--- config.mk ---
export PLATFORM = sky130hd
export DESIGN_NAME = seg_pair_decoder
export DESIGN_NICKNAME = d
export VERILOG_FILES = /design/src/rtl/seg_pkg.sv /design/src/rtl/seg7_to_bcd.sv /design/src/rtl/seg_pair_decoder.sv
export SDC_FILE = /design/constraint.sdc
export NUM_CORES = 1
export LEC_CHECK = 0
export CAP_MARGIN = 20
export CORE_ASPECT_RATIO = 0.9
export CORE_UTILIZATION = 40
export CTS_CLUSTER_DIAMETER = 60
export DETAILED_ROUTE_END_ITERATION = 8
export HOLD_SLACK_MARGIN = 0.05
export PLACE_DENSITY_LB_ADDON = 0.05
export SLEW_MARGIN = 15
export SYNTH_ARGS = -nofsm -noshare
export SYNTH_HDL_FRONTEND = slang
export SYNTH_SLANG_ARGS = --single-unit
export TNS_END_PERCENT = 1
--- constraint.sdc ---
create_clock -name clk -period 7.7 [get_ports clk]
set_input_delay 2.31 -clock clk [delete_from_list [all_inputs] [get_ports clk]]
set_output_delay 2.31 -clock clk [all_outputs]
set_load 0.02 [all_outputs]
--- src/rtl/seg_pkg.sv ---
// Shared seven-segment constants, display bus layout and tracker FSM encoding.
// Also used by the counter side, so keep it free of decoder-specific logic.
package seg_pkg;

   localparam int unsigned SEG_W   = 7;
   localparam int unsigned TAG_W   = 2;
   localparam int unsigned DIGIT_W = 4;
   localparam int unsigned VAL_W   = 7;

   // gfedcba patterns for digits 0..9
   localparam logic [SEG_W-1:0] SEG_0 = 7'h3F;
   localparam logic [SEG_W-1:0] SEG_1 = 7'h06;
   localparam logic [SEG_W-1:0] SEG_2 = 7'h5B;
   localparam logic [SEG_W-1:0] SEG_3 = 7'h4F;
   localparam logic [SEG_W-1:0] SEG_4 = 7'h66;
   localparam logic [SEG_W-1:0] SEG_5 = 7'h6D;
   localparam logic [SEG_W-1:0] SEG_6 = 7'h7D;
   localparam logic [SEG_W-1:0] SEG_7 = 7'h07;
   localparam logic [SEG_W-1:0] SEG_8 = 7'h7F;
   localparam logic [SEG_W-1:0] SEG_9 = 7'h6F;

   localparam logic [TAG_W-1:0] TAG_TENS  = 2'b01;
   localparam logic [TAG_W-1:0] TAG_UNITS = 2'b00;

   localparam logic [VAL_W-1:0] VAL_MAX = 7'd99;

   typedef struct packed {
      logic [TAG_W-1:0] tag;
      logic [SEG_W-1:0] seg;
   } seg_bus_t;

   typedef enum logic [1:0] {
      S_INIT  = 2'd0,
      S_TRACK = 2'd1,
      S_FAULT = 2'd2
   } state_t;

   // Two BCD digits to their 0..99 value
   function automatic logic [VAL_W-1:0] bcd_value(input logic [DIGIT_W-1:0] shi,
                                                  input logic [DIGIT_W-1:0] ge);
      return VAL_W'(VAL_W'(shi) * 7'd10) + VAL_W'(ge);
   endfunction

endpackage

--- src/rtl/seg7_to_bcd.sv ---
// Combinational seven-segment pattern to BCD digit decoder; ok_c low on any
// pattern that is not one of the ten digit shapes.
module seg7_to_bcd
   import seg_pkg::*;
(
   input  logic [SEG_W-1:0]   seg,
   output logic [DIGIT_W-1:0] digit_c,
   output logic               ok_c
);

   always_comb begin
      digit_c = '0;
      ok_c    = 1'b1;
      case (seg)
         SEG_0:   digit_c = 4'd0;
         SEG_1:   digit_c = 4'd1;
         SEG_2:   digit_c = 4'd2;
         SEG_3:   digit_c = 4'd3;
         SEG_4:   digit_c = 4'd4;
         SEG_5:   digit_c = 4'd5;
         SEG_6:   digit_c = 4'd6;
         SEG_7:   digit_c = 4'd7;
         SEG_8:   digit_c = 4'd8;
         SEG_9:   digit_c = 4'd9;
         default: ok_c    = 1'b0;
      endcase
   end

endmodule

--- src/rtl/seg_pair_decoder.sv ---
// Debounces a two-digit seven-segment display, commits stable readings and
// classifies each committed change as step, wrap, clear or sequence fault.
module seg_pair_decoder
   import seg_pkg::*;
#(
   parameter int unsigned STABLE_CYCLES = 4
) (
   input  logic                     clk,
   input  logic                     rst,
   input  logic [TAG_W+SEG_W-1:0]   seg_led_1,
   input  logic [TAG_W+SEG_W-1:0]   seg_led_2,
   input  logic                     clr_err,
   output logic [DIGIT_W-1:0]       digit_shi,
   output logic [DIGIT_W-1:0]       digit_ge,
   output logic                     valid,
   output logic                     step_pulse,
   output logic                     wrap_pulse,
   output logic                     clear_pulse,
   output logic [15:0]              step_count,
   output logic                     err
);

   localparam int unsigned CNT_W = 4;
   localparam logic [CNT_W-1:0] CNT_MAX = CNT_W'(STABLE_CYCLES - 1);

   seg_bus_t          tens_q, units_q;
   logic [CNT_W-1:0]  cnt_q;
   logic              judged_q;
   state_t            state_q, state_d;

   logic [DIGIT_W-1:0] tens_dig_c, units_dig_c;
   logic               tens_ok_c, units_ok_c;
   logic               in_diff_c, samp_ok_c, eval_c, commit_c, bad_samp_c;
   logic               is_step_c, is_wrap_c, is_clear_c, classify_c, seq_err_c, err_evt_c;
   logic [VAL_W-1:0]   old_v_c, new_v_c;
   logic               step_d, wrap_d, clear_d, err_d;

   seg7_to_bcd u_tens  (.seg(tens_q.seg),  .digit_c(tens_dig_c),  .ok_c(tens_ok_c));
   seg7_to_bcd u_units (.seg(units_q.seg), .digit_c(units_dig_c), .ok_c(units_ok_c));

   // Sample qualification and commit classification
   always_comb begin
      in_diff_c  = {seg_led_1, seg_led_2} != {tens_q, units_q};
      samp_ok_c  = tens_ok_c && units_ok_c &&
                   (tens_q.tag == TAG_TENS) && (units_q.tag == TAG_UNITS);
      eval_c     = (cnt_q == CNT_MAX) && !judged_q;
      old_v_c    = bcd_value(digit_shi, digit_ge);
      new_v_c    = bcd_value(tens_dig_c, units_dig_c);
      commit_c   = eval_c && samp_ok_c && (!valid || (new_v_c != old_v_c));
      bad_samp_c = eval_c && !samp_ok_c;
      is_step_c  = new_v_c == (old_v_c + 7'd1);
      is_wrap_c  = (old_v_c == VAL_MAX) && (new_v_c == '0);
      is_clear_c = (new_v_c == '0) && !is_wrap_c;
      classify_c = commit_c && valid;
      seq_err_c  = classify_c && !(is_step_c || is_wrap_c || is_clear_c);
      err_evt_c  = bad_samp_c || seq_err_c;
   end

   always_ff @(posedge clk or posedge rst) begin
      if (rst) state_q <= S_INIT;
      else     state_q <= state_d;
   end

   // A fresh error on the clearing edge keeps the fault
   always_comb begin
      state_d = state_q;
      case (state_q)
         S_INIT: begin
            if (err_evt_c)     state_d = S_FAULT;
            else if (commit_c) state_d = S_TRACK;
         end
         S_TRACK: begin
            if (err_evt_c) state_d = S_FAULT;
         end
         S_FAULT: begin
            if (!err_evt_c && clr_err) state_d = (valid || commit_c) ? S_TRACK : S_INIT;
         end
         default: state_d = S_INIT;
      endcase
   end

   always_comb begin
      step_d  = classify_c && (is_step_c || is_wrap_c);
      wrap_d  = classify_c && is_wrap_c;
      clear_d = classify_c && is_clear_c;
      err_d   = state_d == S_FAULT;
   end

   // Sample register, stability window and committed outputs
   always_ff @(posedge clk or posedge rst) begin
      if (rst) begin
         tens_q      <= '0;
         units_q     <= '0;
         cnt_q       <= '0;
         judged_q    <= 1'b0;
         digit_shi   <= '0;
         digit_ge    <= '0;
         valid       <= 1'b0;
         step_pulse  <= 1'b0;
         wrap_pulse  <= 1'b0;
         clear_pulse <= 1'b0;
         step_count  <= '0;
         err         <= 1'b0;
      end else begin
         tens_q  <= seg_bus_t'(seg_led_1);
         units_q <= seg_bus_t'(seg_led_2);
         if (in_diff_c) begin
            cnt_q    <= '0;
            judged_q <= 1'b0;
         end else begin
            if (cnt_q != CNT_MAX) cnt_q <= cnt_q + CNT_W'(1);
            if (eval_c)           judged_q <= 1'b1;
         end
         if (commit_c) begin
            digit_shi <= tens_dig_c;
            digit_ge  <= units_dig_c;
            valid     <= 1'b1;
         end
         step_pulse  <= step_d;
         wrap_pulse  <= wrap_d;
         clear_pulse <= clear_d;
         err         <= err_d;
         if (step_d) step_count <= step_count + 16'd1;
      end
   end

endmodule

==> qor.yml <==
critical_path:
  endpoint_kind: "register"
  crit_path_frequent_cell: "ha_1"
  max_stage_delay_ns: 0.52
  slowest_stage: "a21boi_0"
  cp-startpoint: "tens_q[5]"
  worstPathArrival_ns: 5.26
  cp.depth: 17
  r2r-end: "step_count[1]"
  critPathLaunchType: "register"
  reg2regPathDepth: 17
  worst-setup-path-type: "reg2reg"
  crit_chain: "nand2_1, nor2_1, a22o_1, nand3_1, a21boi_0, ha_1, ha_1, inv_1, fa_1, nand2b_1, a21oi_1, xnor2_1, xnor3_1, a2111oi_4, o2bb2ai_2, nor4b_4, mux2_1"
  rrSetupSlack_ns: 2.64
  timing.rr.start: "tens_q[5]"
  cp_top_family: "compound AO/OA/AOI/OAI gates"
  cp_max_fo: 15
  cp.required_ns: 7.90
  crit_buf_inv: 1
layout:
  final_util: 0.505
  n_fill_cell: 767
  area_delta_synth_final_pct: 19.2
  multi_input_area_sq_um: 2050
  ff_latch_area_sq_um: 1350
  layout-drive-gt1-share: 0.0548
  nNetsFinal: 421
  antennaDiodeCount: 0
synth:
  ys.flop_type: "dfrtp_1"
  synth_edf_count: 0
  yosys_register_bits: 54
  synth_area_per_cell_sq_um: 10.3
  syn_nets: 377
  synthSimpleGateAreaFrac: 0.226
  synth_xor_area_frac: 0.164
  synth_compound_area_frac: 0.0859
  synth_area_leaders: "dfrtp_1 (39%), xnor2_1 (9.3%), ha_1 (5.0%), xor2_1 (4.5%), nand3_1 (3.6%)"
  synth_top_family_by_area: "simple AND/OR/NAND/NOR gates"
  synth-warning-count: 0
  async_reset_ff_frac: 1.00
  netlist.area_leader.share: 0.386
  yosysSeqAreaShare: 0.386
  synth_area_leader_cell: "dfrtp_1"
  synthTopCellsByCount: "dfrtp_1 (54), xnor2_1 (37), nand3_1 (25)"
  synthMuxAreaShare: 0.0372
  yosysUniqueCellTypes: 60
  synth_fa_ha_area_frac: 0.0730
  synth.most_common_cell: "dfrtp_1"
  synthCells: 338
  syn_area_sq_um: 3500
detailed_routing:
  ant_nets: 0
  routedWlPerCell_um: 14.5
  drt_first_pass_iters: 4
  routed_via_density: 5.17
  drt-initial-drc-count: 86
  vias: 2575
  wl_um: 7210
  route.detailed.drc: 0
floorplanning:
  initial_core_util: 0.423
  rows: 31
  die_x_um: 101
  core-area_sq_um: 8260
  dieArea_sq_um: 9120
  die_height_um: 90.7
  pin_count: 50
place:
  dp_slack_ns: 2.60
  gp_congestion: 0.875
  portBuffers: 49
  place_hpwl_um: 5570
power_and_ir_drop:
  p_per_area_nw_per_um2: 122
  p_leak_nw: 1.76
  irDropWorstVdd_mv: 0.0611
hold_path:
  hold_end: "step_count[15]"
  min_from: "step_count[15]"
  hp-class: "reg2reg"
  hold_depth: 1
clock_network:
  cts_max_path_buffers: 2
  cts_inserted_buffers: 5
  cts_tree: "yes"
  clock_sinks: 54
  clk_pin_slew_ns: 0.10
  htreeDepth: 2
  clock_latency_ns: 0.31
  cts_root_buffer: "clkbuf_8"
  postCtsSetupBuffers: 0
  ctsResizeCount: 0
  ctsHoldBuffers: 0
grt:
  overflow: 0
  grt_use_total: 0.172
  grt_max_degree: 55
  grt_pass1_vias: 2513
  grt_antenna_before_repair: 0
  grt_pass1_wl_um: 12300
sta:
  period_share: 0.657
  fmax_ghz: 0.198
  clock-skew-final_ns: 0.00767
  tns_ns: 0
  hold_violations: 0
  relSlewSlack: 0.543
  setup_viol: 0
  fin_ws_ns: 2.64
  drv_slew: 0
  min_period_ns: 5.06
  fin_hold_ws_ns: 0.476
  rsz0062_at_grt: "false"
  worstMarginPinSlew_ns: 0.686
run_status:
  status: "finished clean"
run:
  max_cap_violations: 0
==> worst reg2reg max path: cells and delay by family (launching register included) <==
family                     cells  cell delay (ns)
AOI/OAI and AO/OA              5             1.55
adders and majority gates      3             0.99
and+or+nand+nor                5             0.88
xor gates and xnor gates       2             0.64
DFF                            1             0.49
muxes                          1             0.35
buffers and inverters          1             0.06
==> metal layers <==
layer	part of all wire	GRT usage	wire length, um	vias to the layer above
li1	-	-	-	1298
met1	0.51	0.238	3650	1227
met4	0.0083	0.0543	60	0
met3	0.028	0.0279	203	4
met5	0	0	0	-
met2	0.46	0.274	3300	46
==> layout by cell type (no fill, tap or decap), drive strengths merged, types with 2 or more instances in the layout <==
cell type / n
nor4b: 4
xor2: 18
o2bb2ai: 3
nand2: 13
nand3: 26
a21o: 2
mux2i: 4
nand2b: 6
or4: 3
inv: 11
and3: 7
or4b: 2
a21boi: 4
a32oi: 2
nand4bb: 2
nor2b: 3
dfrtp: 54
nor3: 6
a31oi: 2
fa: 4
a21oi: 11
clkdlybuf4s50: 49
nor3b: 3
o21ai: 6
ha: 14
nor2: 21
clkbuf: 6
xnor2: 37
xnor3: 3
nor4: 3
mux2: 8
clkinv: 2
or3: 2
nand4: 16
nand3b: 5
and3b: 3
and2: 5
==> area by class of cell <==
class,count,share of cell area
multi-input combinational,260,0.491
sequential,54,0.324
timing repair buffer,50,0.119
tap,115,0.0345
clock buffer,6,0.0174
inverter,11,0.00990
clock inverter,2,0.00330
==> where the power goes <==
| part | total, W | switching, W | internal (W) |
|---|---|---|---|
| Combinational | 0.0000503 | 0.0000240 | 0.0000263 |
| Clock | 0.000159 | 0.0000943 | 0.0000645 |
| Sequential | 0.000298 | 0.00000979 | 0.000288 |
==> logic make-up (layout without fill, tap and decap cells) <==
group / after synthesis / count (layout)
AO/OA/AOI/OAI: 40 / 40
XOR/XNOR: 59 / 59
adder cells (fa/ha/maj): 18 / 18
buffers and inverters: 24 / 69
flip-flops: 54 / 54
multiplexers: 12 / 12
AND/OR/NAND/NOR: 131 / 131
==> how the worst max path moves through the flow <==
stage,to,slack [ns]
after floorplan,step_count[1],3.19
after global placement,step_count[1],2.73
after detailed placement,step_count[1],2.60
after CTS,step_count[1],2.56
after global routing,step_count[1],2.22
final,step_count[1],2.64
==> sequential cells by signal, indices dropped and copies added (netlist names), 2 cells and up <==
signal	cells
digit_ge	4
tens_q	9
units_q	9
step_count	16
cnt_q	4
digit_shi	4
state_q	2
==> stage by stage <==
| stage | instance area, sq um | total power, W | instances |
|---|---|---|---|
| 2_1_floorplan | 3500 | 0.000335 | 338 |
| 3_3_place_gp | 4080 | 0.000354 | 490 |
| 3_5_place_dp | 4080 | 0.000355 | 490 |
| 4_1_cts | 4170 | 0.000518 | 498 |
| 5_1_grt | 4170 | 0.000534 | 498 |
| 6_report | 4170 | 0.000507 | 498 |
(Power assumes the default switching activity.)
